<file path="config.mk">
export PLATFORM = sky130hd
export DESIGN_NAME = sync_fifo_stream_reader
export DESIGN_NICKNAME = d
export VERILOG_FILES = /design/src/rtl/sync_fifo_pkg.sv /design/src/rtl/sync_fifo_skid_buf.sv /design/src/rtl/sync_fifo_stream_reader.sv
export SDC_FILE = /design/constraint.sdc
export NUM_CORES = 1
export LEC_CHECK = 0
export CORE_ASPECT_RATIO = 0.9
export CORE_MARGIN = 8
export CORE_UTILIZATION = 40
export DETAILED_ROUTE_END_ITERATION = 8
export GPL_TIMING_DRIVEN = 0
export PLACE_DENSITY = 0.63
export SLEW_MARGIN = 20
export SYNTH_ARGS = -nofsm -noshare
export SYNTH_HDL_FRONTEND = slang
export SYNTH_SLANG_ARGS = --single-unit
</file>
<file path="constraint.sdc">
create_clock -name clk -period 3.7 [get_ports clk]
set_clock_uncertainty 0.1 [all_clocks]
set_input_delay 1.11 -clock clk [delete_from_list [all_inputs] [get_ports clk]]
set_output_delay 1.11 -clock clk [all_outputs]
set_load 0.1 [all_outputs]
</file>
<file path="src/rtl/sync_fifo_pkg.sv">
// Shared types and default widths for the FIFO stream reader.
package sync_fifo_pkg;

  localparam int DATA_WIDTH_DEF = 8;
  localparam int LEN_WIDTH_DEF  = 4;

  typedef enum logic [1:0] {
    IDLE  = 2'd0,
    RUN   = 2'd1,
    DRAIN = 2'd2
  } rd_state_e;

endpackage

</file>
<file path="src/rtl/sync_fifo_skid_buf.sv">
// Two-entry FIFO-ordered output buffer; the head entry register drives the stream outputs directly.
module sync_fifo_skid_buf #(
  parameter int W = 9
) (
  input  logic         clk,
  input  logic         reset,
  input  logic         push_i,
  input  logic [W-1:0] din_i,
  input  logic         pop_i,
  output logic [1:0]   count_o,
  output logic [W-1:0] dout_o
);

  logic [W-1:0] head_q, head_d;
  logic [W-1:0] tail_q, tail_d;
  logic [1:0]   cnt_q, cnt_d;
  logic         push_ok, pop_ok;

  assign push_ok = push_i & (cnt_q != 2'd2);
  assign pop_ok  = pop_i & (cnt_q != 2'd0);

  always_comb begin
    head_d = head_q;
    tail_d = tail_q;
    cnt_d  = cnt_q;
    case ({push_ok, pop_ok})
      2'b10: begin
        if (cnt_q == 2'd0) head_d = din_i;
        else               tail_d = din_i;
        cnt_d = cnt_q + 2'd1;
      end
      2'b01: begin
        // With one entry left the head is simply invalidated and holds its value.
        if (cnt_q == 2'd2) head_d = tail_q;
        cnt_d = cnt_q - 2'd1;
      end
      2'b11: begin
        if (cnt_q == 2'd1) begin
          head_d = din_i;
        end else begin
          head_d = tail_q;
          tail_d = din_i;
        end
      end
      default: ;
    endcase
  end

  always_ff @(posedge clk) begin
    if (reset) begin
      head_q <= '0;
      tail_q <= '0;
      cnt_q  <= 2'd0;
    end else begin
      head_q <= head_d;
      tail_q <= tail_d;
      cnt_q  <= cnt_d;
    end
  end

  assign count_o = cnt_q;
  assign dout_o  = head_q;

endmodule

</file>
<file path="src/rtl/sync_fifo_stream_reader.sv">
// Reads fixed-length frames from a FIFO read port and presents them as a valid/ready stream.
module sync_fifo_stream_reader
  import sync_fifo_pkg::*;
#(
  parameter int DATA_WIDTH = DATA_WIDTH_DEF,
  parameter int LEN_WIDTH  = LEN_WIDTH_DEF
) (
  input  logic                  clk,
  input  logic                  reset,
  input  logic                  enable,
  input  logic [LEN_WIDTH-1:0]  burst_len,
  output logic                  fifo_ren,
  input  logic [DATA_WIDTH-1:0] fifo_rdata,
  input  logic                  fifo_rempty,
  output logic                  m_valid,
  output logic [DATA_WIDTH-1:0] m_data,
  output logic                  m_last,
  input  logic                  m_ready,
  output logic                  busy,
  output logic [15:0]           frame_count
);

  rd_state_e            state_q, state_d;
  logic [LEN_WIDTH-1:0] len_q, len_d;
  logic [LEN_WIDTH-1:0] beat_cnt_q, beat_cnt_d;
  logic [15:0]          frame_count_q, frame_count_d;
  logic [1:0]           buf_count;
  logic [DATA_WIDTH:0]  buf_head;
  logic                 is_last;
  logic                 hs;

  assign is_last  = (beat_cnt_q == len_q);
  // Reads continue past a dropped enable until the current frame is complete.
  assign fifo_ren = ~reset & (state_q == RUN) & ~fifo_rempty & (buf_count < 2'd2) &
                    (enable | (beat_cnt_q != '0));
  assign hs       = m_valid & m_ready;

  always_comb begin
    state_d       = state_q;
    len_d         = len_q;
    beat_cnt_d    = beat_cnt_q;
    frame_count_d = frame_count_q;
    case (state_q)
      IDLE: begin
        if (enable) begin
          state_d    = RUN;
          len_d      = burst_len;
          beat_cnt_d = '0;
        end
      end
      RUN: begin
        if (fifo_ren) begin
          if (is_last) begin
            beat_cnt_d = '0;
            len_d      = burst_len;
          end else begin
            beat_cnt_d = beat_cnt_q + LEN_WIDTH'(1);
          end
        end
        if (!enable && (beat_cnt_d == '0)) state_d = DRAIN;
      end
      DRAIN: begin
        if (buf_count == 2'd0) state_d = IDLE;
      end
      default: state_d = IDLE;
    endcase
    if (hs && m_last) frame_count_d = frame_count_q + 16'd1;
  end

  always_ff @(posedge clk) begin
    if (reset) begin
      state_q       <= IDLE;
      len_q         <= '0;
      beat_cnt_q    <= '0;
      frame_count_q <= 16'd0;
    end else begin
      state_q       <= state_d;
      len_q         <= len_d;
      beat_cnt_q    <= beat_cnt_d;
      frame_count_q <= frame_count_d;
    end
  end

  sync_fifo_skid_buf #(
    .W(DATA_WIDTH + 1)
  ) u_skid (
    .clk    (clk),
    .reset  (reset),
    .push_i (fifo_ren),
    .din_i  ({is_last, fifo_rdata}),
    .pop_i  (m_ready),
    .count_o(buf_count),
    .dout_o (buf_head)
  );

  assign m_valid     = (buf_count != 2'd0);
  assign m_data      = buf_head[DATA_WIDTH-1:0];
  assign m_last      = buf_head[DATA_WIDTH];
  assign busy        = (state_q != IDLE);
  assign frame_count = frame_count_q;

endmodule
</file>
==> metrics.cfg <==
[synth]
ys_types = 51
async_flop_share = 0
synth_area_leader_cell = dfxtp_1
ys_top_cells_by_area = dfxtp_1, nor2_1, mux2i_1
synth_flop_cell = dfxtp_1
synth_edf_count = 0
ys_ff_latch = 46
yosysWarnings = 0
syn_nets = 274
synthCells = 248
avgSynthCellArea_um2 = 9.28
netlist.area_leader.share = 0.400
synth_seq_area_share = 0.400
syn_area_mm2 = 0.00230

[worst_setup_path]
slowest_delay_ps = 470
start_kind = primary input
end_kind = primary output
critical_path.cell_chain = clkdlybuf4s50_1, nor3_4, nand3b_4, inv_1, buf_4
crit_type = primary input to primary output
r2r_setup_slack_ps = 900
cp_max_fo = 3
slowest_stage = clkdlybuf4s50_1
worstPathRequired_ps = 2490
arrival_ps = 2360
rr_worst_depth = 11
r2r_start = beat_cnt_q[0]
regToRegEndpoint = u_skid.dout_o[1]

[worst_hold_path]
holdPathEnd = u_skid.tail_q[3]
hold_depth = 2
hp-class = register to register
holdCritStartpoint = u_skid.tail_q[3]

[final_layout]
fin_cells = 370
drive_above_1_share = 0.103
fillers = 558
layout_common_cells = dfxtp_1, nor2_1, clkdlybuf4s50_1, mux2i_1, inv_1
multi_input_area_mm2 = 0.00129
utilization = 0.521
area_growth_pct = 27.3
stdcell_area_mm2 = 0.00293
n_antenna_cell = 0
fin_nets = 325
final_common_cell = dfxtp_1
regArea_um2 = 921

[global_route]
grt_max_degree = 14
grt_pass1_vias = 1750
antenna_found_initial = 0
gr-total-overflow = 0
grt_use_total = 0.125
grt_pass1_wl_um = 8290

[sta]
max_freq_mhz = 280
setup-violations-final = 0
tightest_slew_ps = 975
fin_ws_ps = 134
drv_slew = 0
setup-tns-final_ps = 0
hold_viol_final = 0
rsz0062_at_grt = false
maxSlewHeadroom = 0.348
finalCriticalPeriod_ps = 3570
fin_crit_sh = 0.964

[job]
cap_violations = 0

[power_and_ir_drop]
p_clk_frac = 0.253
p_per_area_mw_per_mm2 = 428
p_comb_frac = 0.317
power_leakage_nw = 1.14
power.net_switching_uw = 453
p_sw_frac = 0.361
seqPwrFrac = 0.430
ir_drop_mv = 0.341
internal_power_uw = 801

[floorplanning]
dieArea_mm2 = 0.00844
core_area_mm2 = 0.00563
die_w_um = 96.0
num_rows = 26
start_util = 0.409
die_h_um = 88.0
io_pins = 45

[cts]
cts_hold_buf = 0
cts_htree_levels = 2
path_clk_slew_ps = 80
cts_tree = done
cts.sinks = 46
cts_buffer_depth = 2
clk_latency_ps = 290
cts_buffers = 5
root_buffer = clkbuf_8

[placement]
hpwlAfterDp_um = 3700
pre_cts_ws_ps = -866
place_inst = 362
port_buffers = 44
gp_routability_congestion = 0.824
placed_cell_area_mm2 = 0.00283

[route]
vias_per_cell = 5.07
dr.pass1.iters = 4
drc = 0
totalWireLength_um = 5070
routedWlPerCell_um = 13.7
drtIter0Drc = 104
antenna_left = 0
vias = 1877

[status]
status = complete, no violations

## critical path, delay by kind of cell
kind	cells	cell delay, ps
buffers and inverters	3	870
AND/OR/NAND/NOR	2	360
## area by class of cell
| type | count | share of cell area |
|---|---|---|
| Multi-Input combinational cell | 179 | 0.440 |
| Inverter | 14 | 0.0179 |
| Clock inverter | 1 | 0.00171 |
| Clock buffer | 7 | 0.0294 |
| Tap cell | 70 | 0.0299 |
| Sequential cell | 46 | 0.314 |
| Timing Repair Buffer | 45 | 0.153 |
| Buffer | 8 | 0.0137 |
## per-stage QoR
stage,hold slack (ps),power [mW]
2_1_floorplan,361,0.856
3_3_place_gp,375,0.950
3_5_place_dp,388,0.951
4_1_cts,409,1.27
5_1_grt,434,1.32
6_report,401,1.25
## state kept, by name, indices dropped and copies added, names as in the netlist
name,cells
beat_cnt_q,4
frame_count,16
len_q,4
state_q,2
u_skid.count_o,2
u_skid.dout_o,9
u_skid.tail_q,9
## cells in the mapped netlist (2+ instances only)
master    count
dfxtp_1      46
nor2_1       42
mux2i_1      15
inv_1        14
nand2_1      12
a22oi_1      11
xor2_1       11
a211oi_1      9
ha_1          9
nand3_1       7
a21oi_1       6
xnor2_1       6
clkbuf_1      5
o21ai_0       5
nor3_1        4
or3_1         4
and3_1        3
nor2b_1       3
a31oi_1       2
nor4b_1       2
or2_2         2
## metal layers
metal | wire length [um] | global-route usage
met5 | 0 | 0
met4 | 41 | 0.0335
met3 | 243 | 0.0386
met2 | 2330 | 0.191
met1 | 2460 | 0.164
## logic make-up (layout without fill, tap and decap cells)
group / Yosys count / after routing / synth area share
AO/OA/AOI/OAI: 47 / 47 / 0.161
buffers and inverters: 23 / 75 / 0.0418
multiplexers: 15 / 15 / 0.0652
AND/OR/NAND/NOR: 91 / 91 / 0.218
flip-flops: 46 / 46 / 0.400
adder cells (fa/ha/maj): 9 / 9 / 0.0489
XOR/XNOR: 17 / 17 / 0.0647
## repair_timing
action / CTS / global route
setup buffers: 1 / 0
resized for setup: 7 / 1
endpoints found under the setup margin: 1 / 10
## power by group through the flow
stage	logic (mW)	registers [mW]	clock network (mW)
3_3_place_gp	0.399	0.551	0
2_1_floorplan	0.250	0.605	0
3_5_place_dp	0.400	0.550	0
6_report	0.397	0.539	0.318
4_1_cts	0.402	0.539	0.326
5_1_grt	0.429	0.542	0.348
## worst max-delay path by stage
stage / from / endpoint / slack [ps] / depth (start not counted)
global placement: enable / fifo_ren / -880 / 5
finish: reset / fifo_ren / 130 / 5
CTS: enable / fifo_ren / 50 / 5
global route: reset / fifo_ren / 30 / 5
floorplan: reset / fifo_ren / 390 / 3
detailed placement: enable / fifo_ren / -870 / 5
Power figures use the tool's default switching activity.
==> RTL edit 1, RTL diff (same settings) <==
The package constant `LEN_WIDTH_DEF` goes from 4 to 2.
--- a/src/rtl/sync_fifo_pkg.sv
+++ b/src/rtl/sync_fifo_pkg.sv
@@ -2,7 +2,7 @@
 package sync_fifo_pkg;
 
   localparam int DATA_WIDTH_DEF = 8;
-  localparam int LEN_WIDTH_DEF  = 4;
+  localparam int LEN_WIDTH_DEF  = 2;
 
   typedef enum logic [1:0] {
     IDLE  = 2'd0,
Interface: changed (resized burst_len); port bits go from 45 to 43. The function was not compared with the original's and may differ.
==> RTL edit 1 against the unedited design <==
  * Core utilization rose by 1.7 points
  * Wire length is 7.7% higher
  * Critical endpoint unchanged
  * Global-route usage up 1.2 points
  * Sequential power down 8.5%
  * Largest power group unchanged
  * Cell area decreased by 3.0%
  * Synthesized cell count decreased by 2.8%
  * Total power shrank 4.3%
  * Area after synthesis decreased by 4.0%
  * Sequential cell count fell by 4
  * Worst setup slack worse by 0.055 ns
  * First-iteration DRC count decreased by 46%
  * Non-clock buffer count did not move
==> RTL edit 1: results (changes against the unedited design) <==
| Metric | Value |
|---|---|
| H-tree depth | 2 (unchanged) |
| Largest cells by area after synthesis | dfxtp_1 (38%), a211oi_2 (5.1%), ha_1 (4.5%) (was dfxtp_1 (40%), nor2_1 (6.8%), mux2i_1 (6.5%)) |
| WL met3 | 343 um (was 243 um) |
| Clock transition at the registers of the reported paths | 0.08 ns (about the same) |
| Sequential fraction of the synthesis area | 38.03% (was 40.00%) |
| Drt wl/cell | 15.29 um (was 13.71 um) |
| Vias in the first global route | 1846 (was 1750) |
| Netlist cell types | 47 (was 51) |
| Crit path DAT | 2.41 ns (was 2.36 ns) |
| Via density | 5.389 (was 5.073) |
| Post-synth top cells | dfxtp_1 (42), nor2_1 (23), a21oi_1 (15) (was dfxtp_1 (46), nor2_1 (42), mux2i_1 (15)) |
| Input/output buffers | 41 (was 44) |
| Hpwl dp | 3967 um (was 3700 um) |
| GPL Wtd Cong | 0.8294 (was 0.8242) |
| Critical path's slowest cell | clkdlybuf4s50_1 (unchanged) |
| FILL cells | 509 (was 558) |
| Post-Syn Nets | 264 (was 274) |
| WL met1 | 2659 um (was 2458 um) |
| Ys async rst share | 0% (unchanged) |
| Cts bufs inserted | 5 (unchanged) |
| Power per Cell Area | 421.8 nW/um2 (was 427.6 nW/um2) |
| Placed cell areas | 2755 um2 (was 2830 um2) |
| Max-Slew Margin vs Limit | 34.46% (was 34.83%) |
| Fin nets | 312 (was 325) |
| Diode count | 0 (unchanged) |
| Peak per-stage delay on the critical path | 0.39 ns (was 0.47 ns) |
| Status | complete, no violations (unchanged) |
| First-pass GRT wire length | 8866 um (was 8293 um) |
| Fin cells | 357 (was 370) |
| Tot GR Track Use | 13.66% (was 12.46%) |
| CP Max Fanout | 4 (was 3) |
| Root buf cell | clkbuf_8 (unchanged) |
| Place WS | -0.8215 ns (was -0.8657 ns) |
| Layout cell share with drive strength beyond 1 | 12.07% (was 10.33%) |
| Leakage | 1.201 nW (was 1.144 nW) |
| Largest net degree at the start of global routing | 14 (unchanged) |
| DR WL met2 | 2377 um (was 2328 um) |
| Mapped Avg Cell Area | 9.174 um2 (was 9.283 um2) |
| VDD IR max | 0.0002784 V (was 0.0003409 V) |
| Initial antenna violation count | 0 (unchanged) |
| Placed insts | 349 (was 362) |
| Syn. warnings | 0 (unchanged) |
| Iteration-0 DRC Markers | 56 (was 104) |
| CTS max path bufs | 2 (unchanged) |
RTL edit 1: per-layer routing:
metal | vias up | global-route usage, %
met5 | - | 0
met4 | 0 | 4.748
met3 | 9 | 4.750
met2 | 52 | 19.82
met1 | 899 | 18.10
li1 | 964 | -
RTL edit 1: timing repair:
item	CTS	global route
endpoints found under the setup margin	1	1
setup buffers	0	0
gates resized for setup	6	1
RTL edit 1: layout make-up:
cell class,count,share of cell area (%)
Sequential cell,42,29.58
Multi-Input combinational cell,176,45.73
Buffer,12,2.773
Clock buffer,6,2.553
Inverter,11,1.452
Clock inverter,2,0.4842
Timing Repair Buffer,41,14.48
Tap cell,67,2.949
RTL edit 1: worst paths after layout:
check / startpoint / slack [ns] / endpoint / depth (start not counted)
worst max-delay path: fifo_rempty / 0.08 / fifo_ren / 4
worst min-delay path: u_skid.tail_q[8]$_SDFFE_PP0P_ / 0.38 / u_skid.tail_q[8]$_SDFFE_PP0P_ / 2
worst max register to register: u_skid.count_o[0]$_SDFFE_PP0P_ / 0.79 / u_skid.dout_o[8]$_SDFFE_PP0P_ / 9
worst min register to register: u_skid.tail_q[8]$_SDFFE_PP0P_ / 0.38 / u_skid.tail_q[8]$_SDFFE_PP0P_ / 2
RTL edit 1: logic make-up after synthesis:
logic type	Yosys count	synth area share, %
compound gates	55	20.03
simple gates	88	22.07
fa+ha+maj	8	4.528
mux	11	5.037
xor+xnor	14	5.546
flops	42	38.03
buf+inv	23	4.754
RTL edit 1: worst max-delay path, delay by kind of cell:
family	cells	cell delay, ns
buffers and inverters	2	0.67
and+or+nand+nor	2	0.63
RTL edit 1: where the power goes:
part           internal, mW  switching (mW)
Sequential            0.474          0.0183
Combinational         0.123           0.283
Clock                 0.133           0.167
==> RTL edit 2, RTL diff (same settings) <==
Without the edit above. The 3 states of `rd_state_e` get a one-hot encoding in 3 bits.
--- a/src/rtl/sync_fifo_pkg.sv
+++ b/src/rtl/sync_fifo_pkg.sv
@@ -4,10 +4,10 @@
   localparam int DATA_WIDTH_DEF = 8;
   localparam int LEN_WIDTH_DEF  = 4;
 
-  typedef enum logic [1:0] {
-    IDLE  = 2'd0,
-    RUN   = 2'd1,
-    DRAIN = 2'd2
+  typedef enum logic [2:0] {
+    IDLE  = 3'b001,
+    RUN   = 3'b010,
+    DRAIN = 3'b100
   } rd_state_e;
 
 endpackage
Formal check against the unedited RTL: same outputs for any inputs over 10 cycles, from zero or initial values and one cycle with reset high; not proved beyond that.
==> RTL edit 2 against the unedited design <==
  * Area after synthesis rose by 4.3%
  * Wire length rose by 15%
  * Cell area rose by 5.4%
  * Worst setup slack got worse by 0.052 ns
  * Sequential cell count rose by 1
  * Total power fell by 9.4%
  * First-iteration DRC count fell by 32%
  * Largest cell class unchanged
  * Highest routed layer unchanged
==> RTL edit 2: results (changes against the unedited design) <==
| Metric | Value |
|---|---|
| Area Growth Syn to Fin | 28.59% (was 27.34%) |
| Drt wl/cell | 14.75 um (was 13.71 um) |
| Worst-Margin Slew | 0.9786 ns (was 0.9745 ns) |
| Fin nets | 349 (was 325) |
| Root buf cell | clkbuf_8 (unchanged) |
| Post-synthesis xor/xnor area fraction | 6.927% (was 6.467%) |
| Post-Synthesis Cells | 270 (was 248) |
| Post-synth top cells | dfxtp_1 (47), nor2_1 (37), nor3_1 (14) (was dfxtp_1 (46), nor2_1 (42), mux2i_1 (15)) |
| Leakage | 1.143 nW (was 1.144 nW) |
| WL met1 | 2972 um (was 2458 um) |
| First-pass GRT wire length | 9666 um (was 8293 um) |
| Clock-cell share of area | 3.119% (was 3.116%) |
| Clock transition at the registers of the reported paths | 0.10 ns (was 0.08 ns) |
| Via density | 5.241 (was 5.073) |
| Hpwl dp | 4265 um (was 3700 um) |
| Sequential cell area | 940.9 um2 (was 920.9 um2) |
| Netlist cell types | 50 (was 51) |
| GPL Wtd Cong | 0.9055 (was 0.8242) |
| Hold slack | 0.4138 ns (was 0.4010 ns) |
| Placed insts | 383 (was 362) |
| Status | complete, no violations (unchanged) |
| Comb_multi_in | 197 (was 179) |
| Place WS | -1.111 ns (was -0.8657 ns) |
| Critical R2R Launch | beat_cnt_q[0]$_SDFFE_PP0P_ (unchanged) |
| WL met3 | 261 um (was 243 um) |
| Input/output buffers | 43 (was 44) |
| Grt met2 use | 21.05% (was 19.12%) |
| Tot GR Track Use | 13.27% (was 12.46%) |
| Nonclk inv count | 13 (was 14) |
| Post-Synth Adder-Cell Area | 4.688% (was 4.891%) |
| Layout non-clock buf frac | 16.73% (was 16.65%) |
| DR WL met2 | 2521 um (was 2328 um) |
| Post-synth top flop | dfxtp_1 (unchanged) |
| Crit path DAT | 2.41 ns (was 2.36 ns) |
| Multi-input combinational area share | 45.28% (was 44.05%) |
| Sequential fraction of the synthesis area | 39.17% (was 40.00%) |
| Register-to-register path setup slack | 0.76 ns (was 0.90 ns) |
| Largest net degree at the start of global routing | 18 (was 14) |
| Placed cell areas | 2969 um2 (was 2830 um2) |
| Reg2reg path depth | 14 (was 11) |
| Seq cells | 47 (was 46) |
| Multiplexer share of the synthesized area | 5.469% (was 6.522%) |
| PostCTS Resize Cnt | 7 (unchanged) |
| Post-Route WL | 5812 um (was 5071 um) |
| Num tapcells | 70 (unchanged) |
| GRT met3 Usage | 2.859% (was 3.856%) |
| Post-Syn Nets | 296 (was 274) |
| Vias in the first global route | 1974 (was 1750) |
| Iteration-0 DRC Markers | 71 (was 104) |
| Number of non-clock buffers in the layout | 59 (was 53) |
| Global routing usage on met1 | 17.46% (was 16.41%) |
| FILL cells | 545 (was 558) |
| CP Max Fanout | 5 (was 3) |
| Peak per-stage delay on the critical path | 0.44 ns (was 0.47 ns) |
| FF-to-FF End | u_skid.dout_o[7]$_SDFFE_PP0P_ (was u_skid.dout_o[1]$_SDFFE_PP0P_) |
-- RTL edit 2: cell types whose count changed after synthesis, moves of 5 or more --
cell      delta
a211oi_1     -6
xnor2_1      +5
nor2_1       -5
nor3_1      +10
a22oi_1     -11
nor2b_1      +6
a21oi_1      +6
a221oi_1    +10
-- RTL edit 2: worst max-delay path by stage --
stage / startpoint / end / slack, ns / depth (start not counted)
detailed placement: reset / fifo_ren / -1.11 / 4
finish: reset / fifo_ren / 0.08 / 4
global route: reset / u_skid.dout_o[2]$_SDFFE_PP0P_ / 0.01 / 11
floorplan: fifo_rempty / u_skid.dout_o[8]$_SDFFE_PP0P_ / -0.14 / 10
global placement: reset / fifo_ren / -1.11 / 4
CTS: reset / fifo_ren / 0.06 / 4
-- RTL edit 2: report_power, final --
part	internal (mW)	switching (mW)
clock network	0.140	0.198
logic	0.0896	0.176
registers	0.520	0.0116
total	0.750	0.386
